### config.mk
export PLATFORM = sky130hd
export DESIGN_NAME = pipeline_ctrl
export DESIGN_NICKNAME = d
export VERILOG_FILES = /design/src/rtl/pipeline_ctrl_pkg.sv /design/src/rtl/sat_counter.sv /design/src/rtl/pipeline_ctrl.sv
export SDC_FILE = /design/constraint.sdc
export NUM_CORES = 1
export LEC_CHECK = 0
export ABC_CLOCK_PERIOD_IN_PS = 2650
export BUFFER_PORTS_ARGS = -buffer_cell sky130_fd_sc_hd__buf_2
export CAP_MARGIN = 10
export CORE_UTILIZATION = 35
export CTS_CLUSTER_DIAMETER = 100
export DETAILED_ROUTE_END_ITERATION = 10
export GPL_TIMING_DRIVEN = 0
export PLACE_DENSITY = 0.52
export SYNTH_ARGS = -nofsm -noshare
export SYNTH_HDL_FRONTEND = slang
export SYNTH_SLANG_ARGS = --single-unit
### constraint.sdc
create_clock -name clk -period 2.65 [get_ports clk]
set_input_delay 0.53 -clock clk [delete_from_list [all_inputs] [get_ports clk]]
set_output_delay 0.53 -clock clk [all_outputs]
set_load 0.01 [all_outputs]
### src/rtl/pipeline_ctrl_pkg.sv
// Shared types and constants for the pipeline hazard/control unit.
//   state_t      : control FSM states
//   IDX_*        : pipeline-register index of each stage boundary
package pipeline_ctrl_pkg;

  typedef enum logic [1:0] {
    RUN     = 2'd0,
    MC_WAIT = 2'd1,
    HALT    = 2'd2
  } state_t;

  localparam int unsigned IDX_IFID  = 0;
  localparam int unsigned IDX_IDEX  = 1;
  localparam int unsigned IDX_EXMEM = 2;
  localparam int unsigned IDX_MEMWB = 3;

endpackage

### src/rtl/sat_counter.sv
// Saturating up-counter with synchronous clear.
//   clk, rst (async, active-low)
//   clr   : synchronous clear, wins over inc
//   inc   : increment request; holds at all ones
//   count : current value
module sat_counter #(
  parameter int unsigned WIDTH = 32
) (
  input  logic             clk,
  input  logic             rst,
  input  logic             clr,
  input  logic             inc,
  output logic [WIDTH-1:0] count
);

  always_ff @(posedge clk or negedge rst) begin
    if (!rst) begin
      count <= '0;
    end else if (clr) begin
      count <= '0;
    end else if (inc && (count != '1)) begin
      count <= count + WIDTH'(1);
    end
  end

endmodule

### src/rtl/pipeline_ctrl.sv
// Pipeline hazard and control unit: load-use interlock, redirect flush,
// multi-cycle execute wait with timeout, debug halt and perf counters.
//   clk, rst (async, active-low)
//   id_rs1/id_rs2, id_use_rs1/id_use_rs2 : ID-stage source operands
//   ex_rd, ex_mem_read                   : EX-stage destination / load flag
//   redirect                             : taken branch/jump resolved in EX
//   mc_start, mc_done                    : multi-cycle unit handshake
//   halt_req                             : debug freeze request (level)
//   cnt_clr                              : clear both perf counters
//   en_pc, stall, flush                  : pipeline control (combinational)
//   halted                               : FSM in HALT
//   mc_timeout_err                       : sticky multi-cycle timeout flag
//   stall_cycles, flush_events           : saturating perf counters
module pipeline_ctrl
  import pipeline_ctrl_pkg::*;
#(
  parameter int unsigned NUM_PREGS  = 4,
  parameter int unsigned REG_SEL    = 5,
  parameter int unsigned EX_IDX     = IDX_IDEX,
  parameter int unsigned MC_TIMEOUT = 64,
  parameter int unsigned CNT_WIDTH  = 32
) (
  input  logic                 clk,
  input  logic                 rst,
  input  logic [REG_SEL-1:0]   id_rs1,
  input  logic [REG_SEL-1:0]   id_rs2,
  input  logic                 id_use_rs1,
  input  logic                 id_use_rs2,
  input  logic [REG_SEL-1:0]   ex_rd,
  input  logic                 ex_mem_read,
  input  logic                 redirect,
  input  logic                 mc_start,
  input  logic                 mc_done,
  input  logic                 halt_req,
  input  logic                 cnt_clr,
  output logic                 en_pc,
  output logic [NUM_PREGS-1:0] stall,
  output logic [NUM_PREGS-1:0] flush,
  output logic                 halted,
  output logic                 mc_timeout_err,
  output logic [CNT_WIDTH-1:0] stall_cycles,
  output logic [CNT_WIDTH-1:0] flush_events
);

  localparam int unsigned TW = (MC_TIMEOUT > 2) ? $clog2(MC_TIMEOUT) : 1;

  // Stage masks: everything up to and including ID/EX, single ID/EX bit,
  // the register after EX, and the fetch register.
  localparam logic [NUM_PREGS-1:0] ONE      = NUM_PREGS'(1);
  localparam logic [NUM_PREGS-1:0] UPTO_EX  = (ONE << (EX_IDX + 1)) - ONE;
  localparam logic [NUM_PREGS-1:0] EX_BIT   = ONE << EX_IDX;
  localparam logic [NUM_PREGS-1:0] POST_EX  = ONE << (EX_IDX + 1);
  localparam logic [NUM_PREGS-1:0] IFID_BIT = ONE << IDX_IFID;

  state_t        state, state_next;
  logic [TW-1:0] tcnt, tcnt_next;
  logic          err_set;
  logic          fe_inc;
  logic          load_use;

  // Load-use hazard: EX load writes a register that ID is about to read.
  assign load_use = ex_mem_read && (ex_rd != '0) &&
                    ((id_use_rs1 && (id_rs1 == ex_rd)) ||
                     (id_use_rs2 && (id_rs2 == ex_rd)));

  // State, timeout counter and sticky error.
  always_ff @(posedge clk or negedge rst) begin
    if (!rst) begin
      state          <= RUN;
      tcnt           <= '0;
      mc_timeout_err <= 1'b0;
    end else begin
      state <= state_next;
      tcnt  <= tcnt_next;
      if (err_set) begin
        mc_timeout_err <= 1'b1;
      end
    end
  end

  // Next state and zero-latency pipeline controls.
  always_comb begin
    state_next = state;
    tcnt_next  = tcnt;
    err_set    = 1'b0;
    fe_inc     = 1'b0;
    en_pc      = 1'b1;
    stall      = '0;
    flush      = '0;
    halted     = 1'b0;

    case (state)
      RUN: begin
        if (redirect) begin
          flush  = UPTO_EX;
          fe_inc = 1'b1;
        end else if (mc_start) begin
          en_pc      = 1'b0;
          stall      = UPTO_EX;
          flush      = POST_EX;
          state_next = MC_WAIT;
          tcnt_next  = '0;
        end else if (load_use) begin
          en_pc = 1'b0;
          stall = IFID_BIT;
          flush = EX_BIT;
        end else if (halt_req) begin
          state_next = HALT;
        end
      end
      MC_WAIT: begin
        if (mc_done) begin
          state_next = RUN;
          tcnt_next  = '0;
        end else begin
          en_pc = 1'b0;
          stall = UPTO_EX;
          flush = POST_EX;
          if (tcnt == TW'(MC_TIMEOUT - 1)) begin
            err_set    = 1'b1;
            state_next = RUN;
            tcnt_next  = '0;
          end else begin
            tcnt_next = tcnt + TW'(1);
          end
        end
      end
      HALT: begin
        en_pc  = 1'b0;
        stall  = '1;
        halted = 1'b1;
        if (!halt_req) begin
          state_next = RUN;
        end
      end
      default: begin
        state_next = RUN;
        tcnt_next  = '0;
      end
    endcase

    // Reset forces a bubble everywhere and a frozen PC.
    if (!rst) begin
      en_pc  = 1'b0;
      stall  = '0;
      flush  = '1;
      halted = 1'b0;
      fe_inc = 1'b0;
    end
  end

  sat_counter #(.WIDTH(CNT_WIDTH)) u_stall_cnt (
    .clk   (clk),
    .rst   (rst),
    .clr   (cnt_clr),
    .inc   (!en_pc),
    .count (stall_cycles)
  );

  sat_counter #(.WIDTH(CNT_WIDTH)) u_flush_cnt (
    .clk   (clk),
    .rst   (rst),
    .clr   (cnt_clr),
    .inc   (fe_inc),
    .count (flush_events)
  );

endmodule

After elaboration in Yosys (flattened, before gate mapping)
Cells that the tools add are included.
- register bits: 73
- bits of input ports: 25
- output and inout bits: 75
- word-level logic and storage cells: 79
- add/subtract/negate cells: 3
- eq/ne operators: 13
- mux-type cells: 43
- bitwise logic cells: 1
- reduce and logical (&&, ||, !) cells: 14
- operators with widths (operator ; number):
    2-to-1 mux 32 bit ; 4
    adder 32 x 1 -> 32 bit (second input constant) ; 2
    inequality test 32 bit (second input constant) ; 2
    2-to-1 mux 6 bit ; 4
    2-to-1 mux 2 bit ; 11
    case mux 6 bit (3 select lines) ; 1
    2-to-1 mux 1 bit ; 14
    case mux 4 bit (3 select lines) ; 1
    == test 5 bit ; 2
    2-to-1 mux 3 bit ; 3
    inequality test 3 bit (second input constant) ; 3
    2-to-1 mux 4 bit ; 2
    adder 6 x 1 -> 6 bit (second input constant) ; 1
    == test 6 bit (second input constant) ; 1
    logical AND 1 bit ; 6
    inequality test 2 bit (second input constant) ; 3
    case mux 2 bit (3 select lines) ; 1
    case mux 3 bit (2 select lines) ; 1
    AND reduction 5 bit ; 1
    nonzero test 5 bit ; 1
    nonzero test 2 bit ; 2
    case mux 1 bit (3 select lines) ; 1
    AND reduction 3 bit ; 1
    == test 2 x 1 -> 1 bit (second input constant) ; 1
    5 further kinds ; 5

Logic depth before layout (Yosys ltp)
Gate-level depths: netlist of the first run.
- depth after elaboration: 13
- gate-level depth with buffers: 10
- gate-level depth less buffers: 7

Cells and area by module
Synthesis of the first run repeated with hierarchy kept, for this count alone.
- cell total of the unflattened synthesis: 479
- area total of the unflattened synthesis: 4424.2 um^2
- by module, submodules not included (module ; instances ; cells each ; area each (um^2) ; sequential area each (um^2)):
    sat_counter ; 2 ; 198 ; 1854.3 ; 800.8
    pipeline_ctrl ; 1 ; 83 ; 715.7 ; 225.2

Worst setup path after synthesis of the first run
No wires, ideal clock.
- kind: input -> output
- start point: input ex_rd[0]
- end point: output en_pc
- data arrival time: 1.903 ns
- data required time: 2.120 ns
- setup slack: 0.217 ns
- stages on the path: 7
- buffers on the path: 2
- path through: or3_1 nor4_1 o21bai_2 o31a_4 inv_4 buf_6 clkbuf_1
- word-level cells in the longest chain between the ends: 9
- elaborated cells between the ends (all ways): 13
- those cells by class: 2 x eq/ne; 5 x mux; 6 x reduce/logical
- RTL lines (element ; RTL line ; source):
    from (decl) ; pipeline_ctrl.sv:29 ; input logic [REG_SEL-1:0] ex_rd,
    == test 5 bit (on tied branches) ; pipeline_ctrl.sv:63, pipeline_ctrl.sv:64 ;
    logical AND 1 bit (on tied branches) ; pipeline_ctrl.sv:63, pipeline_ctrl.sv:64 ;
    logical OR 1 bit ; pipeline_ctrl.sv:63 ; ((id_use_rs1 && (id_rs1 == ex_rd)) ||
    logical AND 1 bit (*) ; pipeline_ctrl.sv:62 ; assign load_use = ex_mem_read && (ex_rd != '0) &&
    2-to-1 mux 1 bit (*) ; pipeline_ctrl.sv:103 ; end else if (load_use) begin
    2-to-1 mux 1 bit (*) ; pipeline_ctrl.sv:97 ; end else if (mc_start) begin
    2-to-1 mux 1 bit (*) ; pipeline_ctrl.sv:94 ; if (redirect) begin
    case mux 1 bit (3 select lines) (*) ; pipeline_ctrl.sv:92 ; case (state)
    2-to-1 mux 1 bit (*) ; pipeline_ctrl.sv:143 ; if (!rst) begin
    to (decl) ; pipeline_ctrl.sv:36 ; output logic en_pc,
Every way passes the cells marked *; elsewhere a longest branch is shown, timed or not.

Worst setup path in the final report of the first run
Ends and elaborated chain as after synthesis.

==> metrics.cfg, run 1 <==
[floorplanning]
ios = 100
die_x_um = 112
die_area_um2 = 12600
start_util = 0.367
die_y_um = 112
num_rows = 39
coreArea_um2 = 11600

[layout]
diodes = 0
final_area_um2 = 5330
drive_gt1_frac = 0.242
syn_to_final_growth_pct = 25.1
final_nets = 606
fillCellCount = 1160

[drt]
dr.pass1.iters = 7
drt_iter0_drc = 223
ant_nets = 0
via_per_inst = 5.34
drc_errors = 7
via_count = 3874
wl_per_cell_um = 15.4
drt_wl_total_mm = 11.2

[placed_design]
port-buffer-count = 98
gp_congestion = 0.781
dp_hpwl_mm = 8.08
place_area_um2 = 4960

[clock_network]
cts.path.max_buffers = 2
path_clk_slew_ns = 0.06
h-tree-depth = 3
cts_sinks = 73
clock_latency_ns = 0.33
clockRootBuffer = clkbuf_16
cts_tree = done
cts_buffers = 9

[power_and_ir_drop]
peakVddDrop_v = 0.000282
p_leak_nw = 2.44
power_density_nw_per_um2 = 512

[yosys]
syn_nets = 497
synth_sequential_area_ratio = 0.429
synthArstFlopShare = 1.00
netlist.area_leader.share = 0.429
synth_edf_count = 0
yosys_most_used_dff = dfrtp_1
ys_warn_count = 0
netlist_instances = 469
netlist_top_cells_area = dfrtp_1 (43%), nor2_1 (5.3%), xor2_1 (4.9%)
ys_seq_elements = 73
synth_cell_type_count = 51
synth_common_cells = dfrtp_1 (73), nor2_1 (60), nand2_1 (32)
synth_top_cell_by_area = dfrtp_1
syn_avg_cell_area_um2 = 9.08
synth_most_common_cell = dfrtp_1
netlist_area_um2 = 4260

[critical_path]
path_max_fanout = 27
end_kind = output pin
crit_top_cell = buf_2
crit_path_max_incr_delay_ns = 0.41
required_ns = 2.12
critPathArrivalTime_ns = 2.00
path_cells = buf_2 -> or3_1 -> nor4_2 -> o21bai_4 -> o31a_4 -> inv_6 -> buf_2
start_kind = input port
slowest_stage = or3_1
cpLargestDelayFamily = simple AND/OR/NAND/NOR gates
critPathBufInv = 3
criticalPathCategory = input port to output pin

[grt]
met1_usage = 0.259
grt_util_all_layers = 0.186
grt_pass1_wl_mm = 18.8
busiest_layer = met2
grt_max_degree = 42
gr-usage-met3 = 0.0400
use_met2 = 0.288
antenna_found_initial = 0
grt_remaining_overflow = 0
grt_pass1_vias = 3852

[sta]
finalClockSkew_ns = 0.00877
finalSetupViolCount = 0
finalMaxSlewViolations = 0
max_slew_margin = 0.546
tightest_slew_ns = 0.675
min_period_ns = 2.53
hold_viol_final = 0
worst_hold_slack_ns = 0.0353
fin_crit_sh = 0.954
fmax_ghz = 0.395

[run_status]
status = finished, violations left
violations = DRC

[worst_hold_path]
hold_path_class = input port to async pin

[flow_run]
cap_violations = 0

final cells by class:
type / count / area (um^2) / share of cell area
Clock buffer: 9 / 225 / 0.0423
Tap cell: 143 / 179 / 0.0336
Sequential cell: 73 / 1830 / 0.343
Multi-Input combinational cell: 362 / 2320 / 0.435
Clock inverter: 6 / 83.8 / 0.0157
Timing Repair Buffer: 100 / 541 / 0.101
Inverter: 9 / 38.8 / 0.00728
Buffer: 23 / 118 / 0.0221
power by group:
part           switching [mW]  internal [mW]
Clock                   0.475          0.816
Sequential             0.0196           1.13
Combinational           0.182          0.105
cells in the final DEF, fill, tap and decap left out, types with 20 or more instances in the layout:
| master | n |
|---|---|
| o31ai_1 | 20 |
| nand2_1 | 32 |
| nor2_1 | 60 |
| xor2_1 | 24 |
| a21oi_1 | 24 |
| nand3_1 | 31 |
| dfrtp_1 | 73 |
| nand4_1 | 20 |
| buf_2 | 99 |
flip-flops by register name (all words and copies together) (netlist names):
name / count
u_flush_cnt.count: 32
u_stall_cnt.count: 32
tcnt: 6
state: 2
mc_timeout_err: 1
timing repair:
action,in CTS,in global routing
resized for setup,3,13
pin swaps,0,1
gates cloned,0,0
setup buffers,0,1
hold buffers,0,0
setup endpoints to repair,3,36
worst register-to-register path, delay by kind of cell, from the launching register on:
kind                   cells  cell delay (ns)
and+or+nand+nor            3             1.05
muxes                      1             0.31
DFF                        1             0.37
buffers and inverters      2             0.25
AOI/OAI and AO/OA          2             0.37
stage by stage:
stage               cells  setup slack [ns]  utilization  total power [mW]  setup TNS (ns)
detailed placement    711            -0.661        0.427              1.46           -5.95
floorplan             469             0.217            -              1.33               0
global placement      710             -1.44        0.424              1.45          -63.17
CTS                   725           -0.0483        0.454              2.76         -0.0483
global route          725          -0.00485        0.459              2.84        -0.00485
finish                725             0.121        0.459              2.73               0
routing by layer:
metal / vias up / part of all wire / wire length [um]
met2: 79 / 0.46 / 5160
met5: - / 0 / 0
met1: 1879 / 0.49 / 5440
li1: 1914 / - / -
met3: 2 / 0.046 / 511
met4: 0 / 0.0038 / 42
worst paths after layout:
path	slack, ns	cells after the start	to	from
min in group clk	0.45	1	mc_timeout_err	mc_timeout_err
max in group asynchronous	2.14	2	u_stall_cnt.count[15]	rst
worst max-delay path	0.12	7	en_pc	ex_rd[0]
worst min register to register	0.45	1	mc_timeout_err	mc_timeout_err
worst max register to register	0.19	8	u_stall_cnt.count[5]	state[1]
worst min-delay path	0.04	1	mc_timeout_err	rst
logic make-up after synthesis:
| logic type | count (synthesis) | synth area share |
|---|---|---|
| flip-flops | 73 | 0.429 |
| AO/OA/AOI/OAI | 69 | 0.107 |
| adder cells (fa/ha/maj) | 3 | 0.00882 |
| buffers and inverters | 34 | 0.0391 |
| XOR/XNOR | 42 | 0.0864 |
| multiplexers | 12 | 0.0323 |
| AND/OR/NAND/NOR | 236 | 0.297 |
(Power assumes the default switching activity.)
==> run 2: changes to the inputs <==
--- a/config.mk
+++ b/config.mk
@@ -15,4 +15,5 @@
 export PLACE_DENSITY = 0.52
 export SYNTH_ARGS = -nofsm -noshare
 export SYNTH_HDL_FRONTEND = slang
+export SYNTH_HIERARCHICAL = 1
 export SYNTH_SLANG_ARGS = --single-unit
==> metrics.cfg, run 2 <==
[run_status]
status = finished clean

[power_and_ir_drop]
comb_power_share = 0.108  ; +0.003
p_int_mw = 1.89  ; -7.6%
power_density_nw_per_um2 = 452  ; -12%
peakVddDrop_v = 0.000268  ; -5.0%
switching_share = 0.252  ; +0.00349
clockPowerShare = 0.437  ; -0.036
p_leak_nw = 2.52  ; +3.5%
switchingPower_mw = 0.637  ; -5.9%
p_seq_frac = 0.455  ; +0.033

[layout]
drive_gt1_frac = 0.303  ; +0.0606
diodes = 0  ; unchanged
syn_to_final_growth_pct = 26.5
final_area_um2 = 5600  ; +5.1%
final_common_cell = buf_2
fin_cells = 769  ; +6.1%
top_regs = u_flush_cnt/count (32), u_stall_cnt/count (32), tcnt (6)
final_cell_mix = buf_2 (100), dfrtp_1 (73), nor2_1 (56)
postLayoutCoreUtil = 0.460  ; +0.00155
final_nets = 625  ; +3.1%

[grt]
grt_util_all_layers = 0.187  ; +0.00115
grt_pass1_vias = 3768  ; -2.2%
grt_remaining_overflow = 0  ; unchanged
grt_max_degree = 43  ; +2.4%
antenna_found_initial = 0  ; unchanged
grt_pass1_wl_mm = 19.0  ; +1.2%

[floorplanning]
start_util = 0.364  ; -0.00284
die_area_um2 = 13100  ; +3.8%
coreArea_um2 = 12200  ; +4.7%
ios = 100  ; unchanged
num_rows = 40  ; +2.6%
die_y_um = 114  ; +1.9%
die_x_um = 114  ; +1.9%

[clock_network]
cts_tree = done
cts_sinks = 73  ; unchanged
h-tree-depth = 3  ; unchanged
path_clk_slew_ns = 0.05  ; about the same
cts_buffers = 9  ; unchanged
holdBufCountCts = 0  ; unchanged
cts.path.max_buffers = 2  ; unchanged
clockRootBuffer = clkbuf_16
clock_latency_ns = 0.34  ; about the same

[yosys]
netlist_area_um2 = 4420  ; +3.9%
synth_sequential_area_ratio = 0.413  ; -0.0161
yosys_most_used_dff = dfrtp_1
netlist.area_leader.share = 0.413  ; -0.0161
synth_cell_type_count = 55  ; +7.8%
synthArstFlopShare = 1.00  ; unchanged
syn_nets = 507  ; +2.0%
netlist_top_cells_area = dfrtp_1 (41%), nor2_1 (4.8%), xnor2_1 (4.4%)
synth_most_common_cell = dfrtp_1
synth_edf_count = 0  ; unchanged
netlist_instances = 479  ; +2.1%
synth_common_cells = dfrtp_1 (73), nor2_1 (57), nand2_1 (28)
syn_avg_cell_area_um2 = 9.24  ; +1.7%
synth_top_cell_by_area = dfrtp_1
ys_seq_elements = 73  ; unchanged
ys_warn_count = 6  ; +6

[drt]
ant_nets = 0  ; unchanged
wl_per_cell_um = 15.4  ; about the same
via_count = 4043  ; +4.4%
drt_iter0_drc = 213  ; -4.5%
dr.pass1.iters = 4  ; -3
via_per_inst = 5.26  ; -1.6%
drt_wl_total_mm = 11.8  ; +6.0%
drc_errors = 0  ; -7

[placed_design]
place_area_um2 = 5190  ; +4.7%
gp_congestion = 0.804  ; +2.9%
dp_cells = 747  ; +5.1%
port-buffer-count = 99  ; +1.0%
dp_hpwl_mm = 8.58  ; +6.1%

[critical_path]
path_max_fanout = 5  ; -81%
worstReg2RegStart = state[0]
start_kind = input port
r2r_end = u_stall_cnt/count[21]
critPathArrivalTime_ns = 2.81  ; +0.81 ns
required_ns = 2.91  ; +0.79 ns
criticalPathCategory = input port to flop
rr_worst_depth = 10  ; +2
end_kind = flop
r2r_setup_slack_ns = 0.13  ; -0.06 ns

[sta]
finalSetupViolCount = 0  ; unchanged
worst_hold_slack_ns = 0.0580  ; +0.0227 ns
setup_tns_ns = 0  ; unchanged
fmax_ghz = 0.392  ; -0.89%
fin_crit_sh = 0.963  ; +0.00854
finalMaxSlewViolations = 0  ; unchanged
min_period_ns = 2.55  ; +0.0226 ns
tightest_slew_ns = 0.758  ; +0.0833 ns
max_slew_margin = 0.490  ; -0.0560
finalClockSkew_ns = 0.00624  ; -0.00253 ns
hold_viol_final = 0  ; unchanged
rsz0062_at_grt = no

[worst_hold_path]
hold_path_class = input port to async pin

[flow_run]
cap_violations = 0  ; unchanged

-- run 2: worst max-delay path, stage by stage --
cell and delay, ns:
buf_6 0.10, xor2_2 0.16, nor4_2 0.32, a32oi_2 0.17, o211ai_1 0.17, buf_4 0.15, and3_4 0.18, nand4_1 0.08
a21o_1 0.20, buf_6 0.14, or4_1 0.46, a21oi_1 0.15
-- run 2: power groups by stage --
stage / registers [mW] / logic (mW) / clock network, mW
global placement: 1.17 / 0.240 / 0
detailed placement: 1.17 / 0.248 / 0
CTS: 1.15 / 0.261 / 1.14
global route: 1.16 / 0.304 / 1.18
floorplan: 1.17 / 0.137 / 0
finish: 1.15 / 0.272 / 1.11
-- run 2: area by class of cell --
type / instances / area, um^2
flip-flops and latches: 73 / 1830
clock inverters: 4 / 20.0
fillers: 1224 / 6560
inverters: 17 / 63.8
repair buffers: 107 / 602
multi-input cells: 371 / 2530
plain buffers: 18 / 106
well taps: 168 / 210
clock buffers: 11 / 243
-- run 2: worst max path at each step --
stage              start                    end  slack (ns)  cells past startpoint
2_1_floorplan   ex_rd[2]  u_stall_cnt/count[23]       -0.02                     10
3_3_place_gp         rst  u_flush_cnt/count[31]       -1.62                      9
3_5_place_dp     mc_done  u_stall_cnt/count[11]       -0.66                     11
4_1_cts         state[0]  u_stall_cnt/count[23]      0.0003                     10
5_1_grt        id_rs1[2]  u_stall_cnt/count[21]       0.007                     12
6_report       id_rs1[2]  u_stall_cnt/count[21]         0.1                     12
-- run 2: cell families after synthesis --
logic type                 Yosys count  share of synthesized area
AOI/OAI and AO/OA                   90                      0.140
xor gates and xnor gates            36                     0.0713
adders and majority gates            3                    0.00849
buffers and inverters               35                     0.0348
DFF                                 73                      0.413
muxes                               15                     0.0393
and+or+nand+nor                    227                      0.293
-- run 2: metal layers --
| layer | global-route usage | vias to the layer above | part of all wire | routed length [um] |
|---|---|---|---|---|
| met1 | 0.262 | 1950 | 0.49 | 5790 |
| met3 | 0.0291 | 13 | 0.049 | 583 |
| li1 | - | 1973 | - | - |
| met5 | 0 | - | 0 | 0 |
| met2 | 0.291 | 107 | 0.44 | 5260 |
| met4 | 0.0745 | 0 | 0.016 | 188 |
-- run 2: stage by stage --
| stage | worst slack [ns] | power, mW |
|---|---|---|
| floorplan | -0.0249 | 1.31 |
| global placement | -1.62 | 1.41 |
| detailed placement | -0.662 | 1.42 |
| CTS | 0.000276 | 2.55 |
| global route | 0.00721 | 2.64 |
| finish | 0.0985 | 2.53 |
-- run 2: what timing repair did --
action,CTS,global route
buffers inserted,3,3
gates resized for setup,7,16
cloned,0,1
setup endpoints to repair,34,21
pin swaps,2,4
==> run 3: changes to the inputs <==
--- a/config.mk
+++ b/config.mk
@@ -12,7 +12,7 @@
 export CTS_CLUSTER_DIAMETER = 100
 export DETAILED_ROUTE_END_ITERATION = 10
 export GPL_TIMING_DRIVEN = 0
-export PLACE_DENSITY = 0.52
+export PLACE_DENSITY = 0.55
 export SYNTH_ARGS = -nofsm -noshare
 export SYNTH_HDL_FRONTEND = slang
 export SYNTH_HIERARCHICAL = 1
==> metrics.cfg, run 3 (synthesis results as in run 2) <==
[grt]
grt_pass1_vias = 3702  ; -1.8%
antenna_found_initial = 0  ; unchanged
grt_util_all_layers = 0.182  ; -0.00569
grt_remaining_overflow = 0  ; unchanged
grt_pass1_wl_mm = 18.6  ; -2.2%
grt_max_degree = 42  ; -2.3%

[floorplanning]
die_x_um = 114  ; unchanged
die_area_um2 = 13100  ; unchanged
start_util = 0.364  ; unchanged
die_y_um = 114  ; unchanged
ios = 100  ; unchanged
num_rows = 40  ; unchanged
coreArea_um2 = 12200  ; unchanged

[drt]
wl_met3_um = 506  ; -13%
drc_errors = 0  ; unchanged
wl_met1_mm = 5.72  ; -1.2%
drt_iter0_drc = 239  ; +12%
wl_per_cell_um = 15.3  ; -0.41%
dr.pass1.iters = 6  ; +2
ant_nets = 0  ; unchanged
drt_wl_total_mm = 11.8  ; -0.28%
top_layer_used = met4
via_count = 4026  ; -0.42%
via_per_inst = 5.23  ; -0.55%
wl_met2_mm = 5.48  ; +4.2%

[critical_path]
required_ns = 2.91  ; about the same
r2r_setup_slack_ns = 0.11  ; -0.02 ns
end_kind = flop
worstReg2RegStart = state[0]
path_max_fanout = 5  ; unchanged
criticalPathCategory = input port to flop
slowest_stage = or4_1
critPathArrivalTime_ns = 2.80  ; about the same
path_cells = buf_2 -> xor2_1 -> nor4_2 -> a32oi_2 -> o211ai_1 -> buf_4 -> and3_4 -> nand4_1 -> a21o_1 -> buf_6 -> or4_1 -> a21oi_2
rr_worst_depth = 10  ; unchanged
crit_path_max_incr_delay_ns = 0.49  ; +0.03 ns
startpoint = ex_rd[2]
start_kind = input port
r2r_end = u_stall_cnt/count[23]

[clock_network]
h-tree-depth = 3  ; unchanged
clockRootBuffer = clkbuf_16
cts_buffers = 9  ; unchanged
clock_latency_ns = 0.33  ; about the same
cts_sinks = 73  ; unchanged
path_clk_slew_ns = 0.06  ; about the same
cts.path.max_buffers = 2  ; unchanged
holdBufCountCts = 0  ; unchanged
cts_tree = done

[run_status]
status = finished clean

[placed_design]
dp_hpwl_mm = 8.50  ; -0.93%
gp_congestion = 0.822  ; +2.2%
port-buffer-count = 99  ; unchanged

[layout]
multi_input_area_um2 = 2580  ; +2.2%
final_nets = 626  ; +0.16%
final_common_cell = buf_2
seq_area_um2 = 1830  ; unchanged
postLayoutCoreUtil = 0.465  ; +0.00514
fillCellCount = 1211  ; -1.1%
diodes = 0  ; unchanged
final_cell_mix = buf_2 (99), dfrtp_1 (73), nor2_1 (56)
drive_gt1_frac = 0.316  ; +0.0128
syn_to_final_growth_pct = 27.9
top_regs = u_flush_cnt/count (32), u_stall_cnt/count (32), tcnt (6)

[power_and_ir_drop]
clockPowerShare = 0.433  ; -0.004
total_power_mw = 2.53  ; about the same
comb_power_share = 0.111  ; +0.003
peakVddDrop_v = 0.000213  ; -21%
p_int_mw = 1.90  ; +0.19%
switchingPower_mw = 0.635  ; -0.33%
p_seq_frac = 0.455  ; about the same
power_density_nw_per_um2 = 447  ; -1.0%
p_leak_nw = 2.55  ; +1.1%
switching_share = 0.251  ; -0.000974

[sta]
min_period_ns = 2.54  ; -0.0114 ns
finalMaxSlewViolations = 0  ; unchanged
finalClockSkew_ns = 0.00724  ; +0.000997 ns
rsz0062_at_grt = yes
hold_viol_final = 0  ; unchanged
max_slew_margin = 0.526  ; +0.0354
fin_crit_sh = 0.959  ; -0.00430
finalSetupViolCount = 0  ; unchanged
fmax_ghz = 0.394  ; +0.45%
tightest_slew_ns = 0.706  ; -0.0527 ns
setup_tns_ns = 0  ; unchanged

[flow_run]
cap_violations = 0  ; unchanged

[worst_hold_path]
hold_path_class = input port to async pin

[run 3: cell types whose count changed in the layout (fill, tap and decap cells not counted), moves of 2 or more]
cell | before | now
a21oi_1 | 27 | 22
a21oi_2 | 0 | 5
nor4_2 | 10 | 8
nor4_4 | 2 | 4
[run 3: metrics by stage]
stage | hold slack, ns | worst slack (ns) | cell area, um^2 | instances
after global routing | 0.0730 | -0.0813 | 5660 | 770
after detailed placement | 0.467 | -0.634 | 5180 | 747
after global placement | 0.462 | -1.67 | 5160 | 746
after floorplan | 0.234 | -0.0249 | 4460 | 479
final | 0.0639 | 0.110 | 5660 | 770
after CTS | 0.0718 | 0.00779 | 5510 | 766
[run 3: worst max-delay path by stage]
stage                                        to  slack [ns]  cells past startpoint
after floorplan           u_stall_cnt/count[23]       -0.02                     10
after global placement    u_flush_cnt/count[31]       -1.67                      9
after detailed placement  u_stall_cnt/count[11]       -0.63                     11
after CTS                 u_stall_cnt/count[21]       0.008                     10
after global routing      u_stall_cnt/count[23]       -0.08                     12
final                     u_stall_cnt/count[23]        0.11                     12
[run 3: what timing repair did]
item,in CTS,in global routing
buffers inserted,4,3
gates resized for setup,9,25
pin swaps,2,5
gates cloned,0,1
setup endpoints to repair,35,21
[run 3: final cells by class]
type	count	area share
multi-input combinational	371	0.456
tap	168	0.0371
timing repair buffer	108	0.107
clock buffer	11	0.0429
clock inverter	4	0.00354
buffer	18	0.0188
inverter	17	0.0113
sequential	73	0.323
[run 3: critical path: cells and delay by family]
family | cells | cell delay, ns
compound gates | 4 | 0.60
xor+xnor | 1 | 0.17
buf+inv | 3 | 0.42
simple gates | 4 | 1.08
[run 3: per-layer routing]
layer	global-route usage	up-vias
li1	-	1987
met1	0.254	1933
met2	0.280	97
met3	0.0376	9
met4	0.0580	0
met5	0	-
[run 3: power groups by stage]
stage	logic [mW]	clock network, mW	registers, mW
after global placement	0.240	0	1.17
after CTS	0.265	1.13	1.15
after detailed placement	0.248	0	1.17
final	0.282	1.10	1.15
after global routing	0.312	1.18	1.16
after floorplan	0.137	0	1.17
